[src/rtl/common_ddr_test_sequencer_if.sv]
// Bus bundle between the DDR test sequencer and the board trigger / checker side.
// master = sequencer, slave = trigger logic plus checker instance.
interface common_ddr_test_sequencer_if #(
  parameter int unsigned CNT_W = 16
);
  logic             run;
  logic             abort;
  logic             chk_rstn;
  logic             chk_start;
  logic             chk_pass;
  logic             busy;
  logic             done;
  logic             all_pass;
  logic             timeout;
  logic [CNT_W-1:0] iter_cnt;
  logic [CNT_W-1:0] pass_cnt;
  logic [CNT_W-1:0] fail_cnt;
  logic [2:0]       state;

  modport master (
    input  run, abort, chk_pass,
    output chk_rstn, chk_start, busy, done, all_pass, timeout,
           iter_cnt, pass_cnt, fail_cnt, state
  );

  modport slave (
    output run, abort, chk_pass,
    input  chk_rstn, chk_start, busy, done, all_pass, timeout,
           iter_cnt, pass_cnt, fail_cnt, state
  );
endinterface

[src/rtl/common_ddr_test_sequencer.sv]
// Run controller for the DDR checker: resets/starts the checker for a number of watchdog-bounded passes.
// Optional macro DDR_SEQ_STOP_ON_FAIL_EN: end the run after the first timed-out pass.
module common_ddr_test_sequencer #(
  parameter int unsigned ITERATIONS     = 4,
  parameter int unsigned RST_CYCLES     = 16,
  parameter int unsigned TIMEOUT_CYCLES = 1000000,
  parameter int unsigned CNT_W          = 16
) (
  input logic                        axi_clk,
  input logic                        rstn,
  common_ddr_test_sequencer_if.master bus
);

  localparam logic [2:0] S_IDLE    = 3'd0;
  localparam logic [2:0] S_CHK_RST = 3'd1;
  localparam logic [2:0] S_WAIT    = 3'd2;
  localparam logic [2:0] S_NEXT    = 3'd3;
  localparam logic [2:0] S_DONE    = 3'd4;

  localparam logic [CNT_W-1:0] CNT_MAX  = '1;
  localparam logic [31:0]      RST_LOAD = 32'(RST_CYCLES - 1);
  localparam logic [31:0]      WD_LAST  = 32'(TIMEOUT_CYCLES - 1);
  localparam logic [31:0]      ITER_TGT = 32'(ITERATIONS);

  logic [2:0]       state_q, state_d;
  logic             run_q;
  logic             run_armed_q;
  logic [31:0]      rst_cnt_q, rst_cnt_d;
  logic [31:0]      wd_cnt_q, wd_cnt_d;
  logic [CNT_W-1:0] iter_q, iter_d;
  logic [CNT_W-1:0] pass_q, pass_d;
  logic [CNT_W-1:0] fail_q, fail_d;
  logic             timeout_q, timeout_d;
  logic             aborted_q, aborted_d;
  logic             busy_q, busy_d;
  logic             done_q, done_d;
  logic             chk_en_q, chk_en_d;
`ifdef DDR_SEQ_STOP_ON_FAIL_EN
  logic             pass_failed_q, pass_failed_d;
`endif

  logic run_rise;
  logic last_pass;
  logic stop_now;

  function automatic logic [CNT_W-1:0] satInc(input logic [CNT_W-1:0] v);
    return (v == CNT_MAX) ? v : v + 1'b1;
  endfunction

  // run_armed_q stays low after reset until run is seen low, so a level held through reset cannot start a run
  assign run_rise  = bus.run & ~run_q & run_armed_q;
  assign last_pass = (ITERATIONS != 0) && ((32'(iter_q) + 32'd1) == ITER_TGT);
`ifdef DDR_SEQ_STOP_ON_FAIL_EN
  assign stop_now  = last_pass | pass_failed_q;
`else
  assign stop_now  = last_pass;
`endif

  always_comb begin
    state_d   = state_q;
    rst_cnt_d = rst_cnt_q;
    wd_cnt_d  = wd_cnt_q;
    iter_d    = iter_q;
    pass_d    = pass_q;
    fail_d    = fail_q;
    timeout_d = timeout_q;
    aborted_d = aborted_q;
    busy_d    = busy_q;
    done_d    = done_q;
    chk_en_d  = chk_en_q;
`ifdef DDR_SEQ_STOP_ON_FAIL_EN
    pass_failed_d = pass_failed_q;
`endif

    case (state_q)
      S_IDLE, S_DONE: begin
        if (run_rise) begin
          iter_d    = '0;
          pass_d    = '0;
          fail_d    = '0;
          timeout_d = 1'b0;
          aborted_d = 1'b0;
          busy_d    = 1'b1;
          done_d    = 1'b0;
          rst_cnt_d = RST_LOAD;
          state_d   = S_CHK_RST;
        end
      end

      S_CHK_RST: begin
        if (bus.abort) begin
          state_d   = S_DONE;
          busy_d    = 1'b0;
          done_d    = 1'b1;
          aborted_d = 1'b1;
        end else if (rst_cnt_q == 32'd0) begin
          chk_en_d = 1'b1;
          wd_cnt_d = 32'd0;
          state_d  = S_WAIT;
        end else begin
          rst_cnt_d = rst_cnt_q - 32'd1;
        end
      end

      // chk_pass is tested first so a pass on the last watchdog cycle still counts
      S_WAIT: begin
        if (bus.abort) begin
          state_d   = S_DONE;
          busy_d    = 1'b0;
          done_d    = 1'b1;
          aborted_d = 1'b1;
          chk_en_d  = 1'b0;
        end else begin
          wd_cnt_d = (wd_cnt_q == 32'hFFFF_FFFF) ? wd_cnt_q : wd_cnt_q + 32'd1;
          if (bus.chk_pass) begin
            pass_d   = satInc(pass_q);
            chk_en_d = 1'b0;
            state_d  = S_NEXT;
          end else if (wd_cnt_q == WD_LAST) begin
            fail_d    = satInc(fail_q);
            timeout_d = 1'b1;
            chk_en_d  = 1'b0;
            state_d   = S_NEXT;
`ifdef DDR_SEQ_STOP_ON_FAIL_EN
            pass_failed_d = 1'b1;
`endif
          end
        end
      end

      S_NEXT: begin
        if (bus.abort) begin
          state_d   = S_DONE;
          busy_d    = 1'b0;
          done_d    = 1'b1;
          aborted_d = 1'b1;
        end else begin
          iter_d = satInc(iter_q);
`ifdef DDR_SEQ_STOP_ON_FAIL_EN
          pass_failed_d = 1'b0;
`endif
          if (stop_now) begin
            state_d = S_DONE;
            busy_d  = 1'b0;
            done_d  = 1'b1;
          end else begin
            rst_cnt_d = RST_LOAD;
            state_d   = S_CHK_RST;
          end
        end
      end

      default: begin
        state_d  = S_IDLE;
        busy_d   = 1'b0;
        done_d   = 1'b0;
        chk_en_d = 1'b0;
      end
    endcase
  end

  always_ff @(posedge axi_clk or negedge rstn) begin
    if (!rstn) begin
      state_q     <= S_IDLE;
      run_q       <= 1'b0;
      run_armed_q <= 1'b0;
      rst_cnt_q   <= '0;
      wd_cnt_q    <= '0;
      iter_q      <= '0;
      pass_q      <= '0;
      fail_q      <= '0;
      timeout_q   <= 1'b0;
      aborted_q   <= 1'b0;
      busy_q      <= 1'b0;
      done_q      <= 1'b0;
      chk_en_q    <= 1'b0;
`ifdef DDR_SEQ_STOP_ON_FAIL_EN
      pass_failed_q <= 1'b0;
`endif
    end else begin
      state_q     <= state_d;
      run_q       <= bus.run;
      run_armed_q <= run_armed_q | ~bus.run;
      rst_cnt_q   <= rst_cnt_d;
      wd_cnt_q    <= wd_cnt_d;
      iter_q      <= iter_d;
      pass_q      <= pass_d;
      fail_q      <= fail_d;
      timeout_q   <= timeout_d;
      aborted_q   <= aborted_d;
      busy_q      <= busy_d;
      done_q      <= done_d;
      chk_en_q    <= chk_en_d;
`ifdef DDR_SEQ_STOP_ON_FAIL_EN
      pass_failed_q <= pass_failed_d;
`endif
    end
  end

  assign bus.chk_rstn  = chk_en_q;
  assign bus.chk_start = chk_en_q;
  assign bus.busy      = busy_q;
  assign bus.done      = done_q;
  assign bus.all_pass  = done_q & (fail_q == '0) & ~aborted_q;
  assign bus.timeout   = timeout_q;
  assign bus.iter_cnt  = iter_q;
  assign bus.pass_cnt  = pass_q;
  assign bus.fail_cnt  = fail_q;
  assign bus.state     = state_q;

endmodule
[src/flat_wrapper.sv]
// flat-port wrapper written by rule: the top's interface ports become plain ports
module common_ddr_test_sequencer_flat 
#(
  parameter int unsigned ITERATIONS     = 4,
  parameter int unsigned RST_CYCLES     = 16,
  parameter int unsigned TIMEOUT_CYCLES = 1000000,
  parameter int unsigned CNT_W          = 16
)
  (axi_clk, rstn, bus_run, bus_abort, bus_chk_pass, bus_chk_rstn, bus_chk_start, bus_busy, bus_done, bus_all_pass, bus_timeout, bus_iter_cnt, bus_pass_cnt, bus_fail_cnt, bus_state);
  common_ddr_test_sequencer_if #(.CNT_W(CNT_W)) bus_i ();
  input logic axi_clk;
  input logic rstn;
  input wire logic [$bits(bus_i.run)-1:0] bus_run;
  input wire logic [$bits(bus_i.abort)-1:0] bus_abort;
  input wire logic [$bits(bus_i.chk_pass)-1:0] bus_chk_pass;
  output wire logic [$bits(bus_i.chk_rstn)-1:0] bus_chk_rstn;
  output wire logic [$bits(bus_i.chk_start)-1:0] bus_chk_start;
  output wire logic [$bits(bus_i.busy)-1:0] bus_busy;
  output wire logic [$bits(bus_i.done)-1:0] bus_done;
  output wire logic [$bits(bus_i.all_pass)-1:0] bus_all_pass;
  output wire logic [$bits(bus_i.timeout)-1:0] bus_timeout;
  output wire logic [$bits(bus_i.iter_cnt)-1:0] bus_iter_cnt;
  output wire logic [$bits(bus_i.pass_cnt)-1:0] bus_pass_cnt;
  output wire logic [$bits(bus_i.fail_cnt)-1:0] bus_fail_cnt;
  output wire logic [$bits(bus_i.state)-1:0] bus_state;
  assign bus_i.run = bus_run;
  assign bus_i.abort = bus_abort;
  assign bus_i.chk_pass = bus_chk_pass;
  assign bus_chk_rstn = bus_i.chk_rstn;
  assign bus_chk_start = bus_i.chk_start;
  assign bus_busy = bus_i.busy;
  assign bus_done = bus_i.done;
  assign bus_all_pass = bus_i.all_pass;
  assign bus_timeout = bus_i.timeout;
  assign bus_iter_cnt = bus_i.iter_cnt;
  assign bus_pass_cnt = bus_i.pass_cnt;
  assign bus_fail_cnt = bus_i.fail_cnt;
  assign bus_state = bus_i.state;
  common_ddr_test_sequencer #(.ITERATIONS(ITERATIONS), .RST_CYCLES(RST_CYCLES), .TIMEOUT_CYCLES(TIMEOUT_CYCLES), .CNT_W(CNT_W)) u_core (.axi_clk(axi_clk), .rstn(rstn), .bus(bus_i));
endmodule
[config.mk]
export PLATFORM = sky130hd
export DESIGN_NAME = common_ddr_test_sequencer_flat
export DESIGN_NICKNAME = d
export VERILOG_FILES = /design/src/rtl/common_ddr_test_sequencer_if.sv /design/src/rtl/common_ddr_test_sequencer.sv /design/src/flat_wrapper.sv
export SDC_FILE = /design/constraint.sdc
export NUM_CORES = 1
export LEC_CHECK = 0
export ABC_AREA = 1
export CELL_PAD_IN_SITES_DETAIL_PLACEMENT = 1
export CELL_PAD_IN_SITES_GLOBAL_PLACEMENT = 2
export CORE_ASPECT_RATIO = 2
export CORE_MARGIN = 8
export CORE_UTILIZATION = 30
export DETAILED_ROUTE_END_ITERATION = 8
export PLACE_DENSITY_LB_ADDON = 0.05
export SLEW_MARGIN = 20
export SYNTH_ARGS = -nofsm -noshare
export SYNTH_HDL_FRONTEND = slang
export SYNTH_SLANG_ARGS = --single-unit
export TNS_END_PERCENT = 30
[constraint.sdc]
create_clock -name axi_clk -period 2.05 [get_ports axi_clk]
set_clock_uncertainty 0.15 [all_clocks]
set_input_delay 0.41 -clock axi_clk [delete_from_list [all_inputs] [get_ports axi_clk]]
set_output_delay 0.41 -clock axi_clk [all_outputs]
set_load 0.02 [all_outputs]
# After elaboration in Yosys (flattened, before gate mapping)
# Cells that the tools add are included.
# Widths: inputs -> output; s select.
dict set report classes {
  add_sub_neg 6
  eq_ne 29
  mux 54
  n_bitwise 9
  reduce_logical 22
}
# op n
set op_table {}
lappend op_table {{$mux 32} 9}
lappend op_table {{$mux 16} 10}
lappend op_table {{$pmux 16 s2} 3}
lappend op_table {{$pmux 32 s3} 1}
lappend op_table {{$pmux 32 s2} 1}
lappend op_table {{$add 16x1->16 const B} 3}
lappend op_table {{$eq 16x16->1 const B} 3}
lappend op_table {{$add 32x1->32 const B} 1}
lappend op_table {{$eq 32x20->1 const B} 1}
lappend op_table {{$eq 32x3->1 const B} 1}
lappend op_table {{$eq 32x32->1 const B} 1}
lappend op_table {{$logic_not 32->1} 1}
lappend op_table {{$sub 32x1->32 const B} 1}
lappend op_table {{$mux 3} 8}
lappend op_table {{$ne 2x2->1 const B} 11}
lappend op_table {{$add 16x1->17 const B} 1}
lappend op_table {{$logic_not 16->1} 1}
lappend op_table {{$mux 1} 16}
lappend op_table {{$reduce_and 5->1} 3}
lappend op_table {{$pmux 3 s4} 1}
lappend op_table {{$reduce_and 6->1} 2}
lappend op_table {{$ne 2x1->1 const B} 5}
lappend op_table {{$pmux 1 s3} 3}
lappend op_table {{$reduce_and 3->1} 3}
lappend op_table {{other kinds (15)} 30}
dict set report word_totals {
  regBits 122
  out_inout_bits 57
}

# Logic depth before layout (Yosys ltp)
dict set report logic_depth {
  ltp_word 6
  mapped_depth 14
}

# Least setup slack after synthesis
# Ideal clock, no wire load.
dict set report synth_path {
  path_kind {register -> register}
  startpoint {register u_core.iter_q[0] (netlist: u_core.bus.iter_cnt[0])}
  endpoint {register u_core.rst_cnt_q[18]}
  setup_ns 0.118
  t_arrival_ns 1.903
  setup_slack_ns -0.121
  stages_incl_launch_ff 14
  n_path_buf 1
  period_less_slack_ns 2.171
  cell_sequence {dfrtp_1 ha_1 nand2_1 nor2_2 nand2_1 nand2_1 nand2_1 nor2_1 nand3_1 nor2_1 nand3_2 buf_2 nand4_1 nand2_1}
}
dict set report synth_via {
  elab_chain_cells 4
}
# item line
set synth_rtl {}
lappend synth_rtl {{start, declared} common_ddr_test_sequencer.sv:30} ;# logic [CNT_W-1:0] iter_q, iter_d;
lappend synth_rtl {{start signal, assigned} common_ddr_test_sequencer.sv:186} ;# iter_q <= iter_d;
lappend synth_rtl {{$add 16x1->17} common_ddr_test_sequencer.sv:52} ;# assign last_pass = (ITERATIONS != 0) && ((32'(iter_q) + 32'd1) == ITER_TGT);
lappend synth_rtl {{$eq 32x3->1} common_ddr_test_sequencer.sv:52}
lappend synth_rtl {{$ne 2x2->1 (no source line)} n/a}
lappend synth_rtl {{$reduce_and 6->1 (no source line)} n/a}
lappend synth_rtl {{end signal, assigned} common_ddr_test_sequencer.sv:184} ;# rst_cnt_q <= rst_cnt_d;
lappend synth_rtl {{end, declared} common_ddr_test_sequencer.sv:28} ;# logic [31:0] rst_cnt_q, rst_cnt_d;
# Every way passes these cells.
# A chain may end at the register's enable or synchronous reset.

# Final worst setup path
dict set report layout_path {
  startpoint {register u_core.iter_q[1] (netlist: u_core.bus.iter_cnt[1])}
  endpoint {register u_core.rst_cnt_q[14]}
}
# The elaborated chain is that of the path after synthesis.

==> impl_metrics.py <==
metrics = {
    "outcome": {
        "run_status": "finished, violations left",
        "failed_checks": "setup timing",
    },
    "worst_setup_path": {
        "cp.required_ps": 2280,
        "start_kind": "flop",
        "critPathKind": "flop to flop",
        "endpoint_kind": "flop",
        "reg2reg_from": "u_core.bus.iter_cnt[1]",
        "startpoint": "u_core.bus.iter_cnt[1]",
        "path_max_fanout": 5,
        "worst_ep_arrival_time_ps": 2550,
    },
    "drt": {
        "vias": 9177,
        "wl_met1_mm": 11.9,
        "topRoutingLayerUsed": "met4",
        "antenna_left": 0,
        "met3_length_um": 573,
        "wl_per_cell_um": 17.9,
        "drtIter0Drc": 348,
        "wl_met2_mm": 19.8,
        "drc": 0,
        "routed_wl_mm": 33.7,
        "viasPerCell": 4.89,
        "drt-pass1-iter-count": 4,
    },
    "clock_tree": {
        "numCtsBuffers": 17,
        "clkSinkCount": 122,
        "cts_max_level": 4,
        "cts_buffer_depth": 2,
        "clock_latency_ps": 440,
        "clkTransAtPathRegs_ps": 60,
        "cts-root-buf": "clkbuf_16",
        "cts_tree": "built",
    },
    "die": {
        "ios": 62,
        "rows": 84,
        "start_util": 0.304,
        "die_w_um": 131,
        "dieHeight_um": 247,
        "core_area_um2": 26300,
        "dieArea_um2": 32500,
    },
    "timing": {
        "hold_slack_ps": 297,
        "setup_violations": 38,
        "period_minus_slack_ps": 2320,
        "setup_slack_ps": -275,
        "fmax_ghz": 0.430,
        "setup_tns_ps": -8780,
        "slew_viol_final": 0,
        "rsz0062_at_grt": "true",
        "worst_pin_slew_ps": 468,
        "slew-limit-headroom": 0.685,
        "hold_viol_final": 0,
        "min_period_over_period": 1.13,
    },
    "yosys": {
        "ys_seq_area_frac": 0.382,
        "synth_edf_count": 0,
        "synth.ff_latch_count": 122,
        "syn_inst": 1173,
        "synth.avg_cell_area_um2": 6.82,
        "ys_types": 37,
        "synthFlopType": "dfrtp_1",
        "ys_warn_count": 0,
        "yosys.area.top_type": "dfrtp_1",
        "ys_top_cells_by_area": "dfrtp_1 (38%), nand2_1 (17%), nor2_1 (8.5%)",
        "synth_top_area_share": 0.382,
        "synth_nets": 1184,
        "async_reset_ff_frac": 1.00,
        "synth.cell_area_um2": 8000,
    },
    "global_routing": {
        "grt_max_degree": 39,
        "grtUsageTotal": 0.213,
        "grt_pass1_vias": 10332,
        "grt_overflow": 0,
        "grt_pass1_wl_mm": 54.3,
        "antenna_found_initial": 0,
    },
    "run": {
        "max_cap_violations": 0,
    },
    "place": {
        "port_buffers": 61,
        "dp_hpwl_mm": 25.0,
        "gp_congestion": 0.861,
    },
    "cells_and_area": {
        "num-nets-final": 1532,
        "layout_commonest_cell": "nand2_1",
        "drive_gt1_frac": 0.343,
        "area_growth_pct": 60.3,
        "most-common-layout-cells": "nand2_1 (298), buf_4 (266), nor2_1 (149)",
        "utilization": 0.488,
        "antenna_cells": 0,
    },
    "pwr": {
        "peakVddDrop_uv": 640,
        "p_per_area_nw_per_um2": 979,
        "power.leakage_nw": 6.27,
    },
    "hold_path": {
        "hp-start": "u_core.run_armed_q",
        "hp-class": "flop to flop",
    },
}
-- cell families (layout without fill, tap and decap cells) --
kind of cell    after synthesis  in the layout  share of synthesized area
compound gates               96             96                     0.0669
xor+xnor                     57             57                     0.0624
fa+ha+maj                     6              6                    0.00938
buf+inv                     149            508                     0.0788
flops                       122            122                      0.382
simple gates                743            743                      0.401
-- cells in the mapped netlist (2+ instances only) --
master and number:
nand2_1 359, nor2_1 181, dfrtp_1 122, inv_1 109
nand3_1 63, nand4_1 60, o21ai_0 48, nor3_1 43
xor2_1 40, a21oi_1 18, xnor2_1 17, buf_2 15
clkbuf_1 12, nor4_1 12, o22ai_1 10, ha_1 6
nor2_2 6, o21ai_1 6, buf_6 5, nand3_2 5
o31ai_1 5, buf_4 4, inv_2 3, nand3b_1 3
nor3b_1 3, a21o_1 2, and3_1 2, nand2_2 2
o21a_1 2, o21ai_2 2, or2_2 2
-- final cells by class --
class / count / area [um2]
repair buffers: 365 / 3250
fillers: 3268 / 13400
clock inverters: 7 / 115
inverters: 112 / 434
repair inverters: 1 / 7.51
flip-flops and latches: 122 / 3070
multi-input cells: 902 / 5040
clock buffers: 23 / 488
well taps: 344 / 430
-- worst paths after layout --
check,to,slack (ps),cells past startpoint
setup / recovery,u_core.rst_cnt_q[14],-270,14
max in group asynchronous,u_core.bus.pass_cnt[6],770,3
hold / removal,u_core.run_armed_q,300,2
setup reg to reg,u_core.rst_cnt_q[14],-270,14
min in group asynchronous,u_core.bus.fail_cnt[8],320,2
hold reg to reg,u_core.run_armed_q,300,2
-- worst max-delay path, stage by stage (launching register included) --
cell,delay [ps]
dfrtp_2,400
ha_4,180
nand2_4,60
nor2_4,180
buf_6,150
nand4_1,110
nand2_2,100
nand3_2,90
nor2_4,160
nand3_4,140
nand3_4,130
buf_12,160
buf_12,130
nand2_1,50
nand2_1,60
-- report_power, final --
| group | total, mW | internal (mW) | switching [mW] |
|---|---|---|---|
| Combinational | 6.51 | 2.85 | 3.66 |
| Sequential | 2.84 | 2.66 | 0.189 |
| Clock | 3.20 | 2.02 | 1.18 |
| Total | 12.6 | 7.53 | 5.02 |
-- stage by stage --
| step | total power, mW | setup WS (ps) | instances | instance area, um2 |
|---|---|---|---|---|
| floorplan | 5.62 | 0.966 | 1173 | 8020 |
| global placement | 8.39 | -342 | 1800 | 10900 |
| detailed placement | 8.46 | -349 | 1800 | 10900 |
| CTS | 12.5 | -267 | 1871 | 12500 |
| global route | 13.3 | -392 | 1876 | 12800 |
| finish | 12.6 | -275 | 1876 | 12800 |
-- timing repair --
item,CTS,global route
gates cloned,9,0
hold buffers,1,0
setup endpoints to repair,161,121
setup buffers,33,10
pin swaps,38,48
gates resized for setup,214,107
endpoints found under the hold margin,33,0
-- sequential cells by signal, indices dropped and copies added (netlist names) --
name	count
u_core.bus.done	1
u_core.bus.fail_cnt	16
u_core.bus.chk_rstn	1
u_core.wd_cnt_q	32
u_core.bus.pass_cnt	16
u_core.bus.busy	1
u_core.rst_cnt_q	32
u_core.run_q	1
u_core.bus.state	3
u_core.run_armed_q	1
u_core.bus.timeout	1
u_core.aborted_q	1
u_core.bus.iter_cnt	16
-- metal layers --
| metal | GRT usage | vias to the layer above |
|---|---|---|
| met5 | 0 | - |
| met4 | 0.112 | 0 |
| met3 | 0.0309 | 72 |
| met2 | 0.436 | 114 |
| met1 | 0.195 | 4490 |
| li1 | - | 4501 |
(Power assumes the default switching activity.)
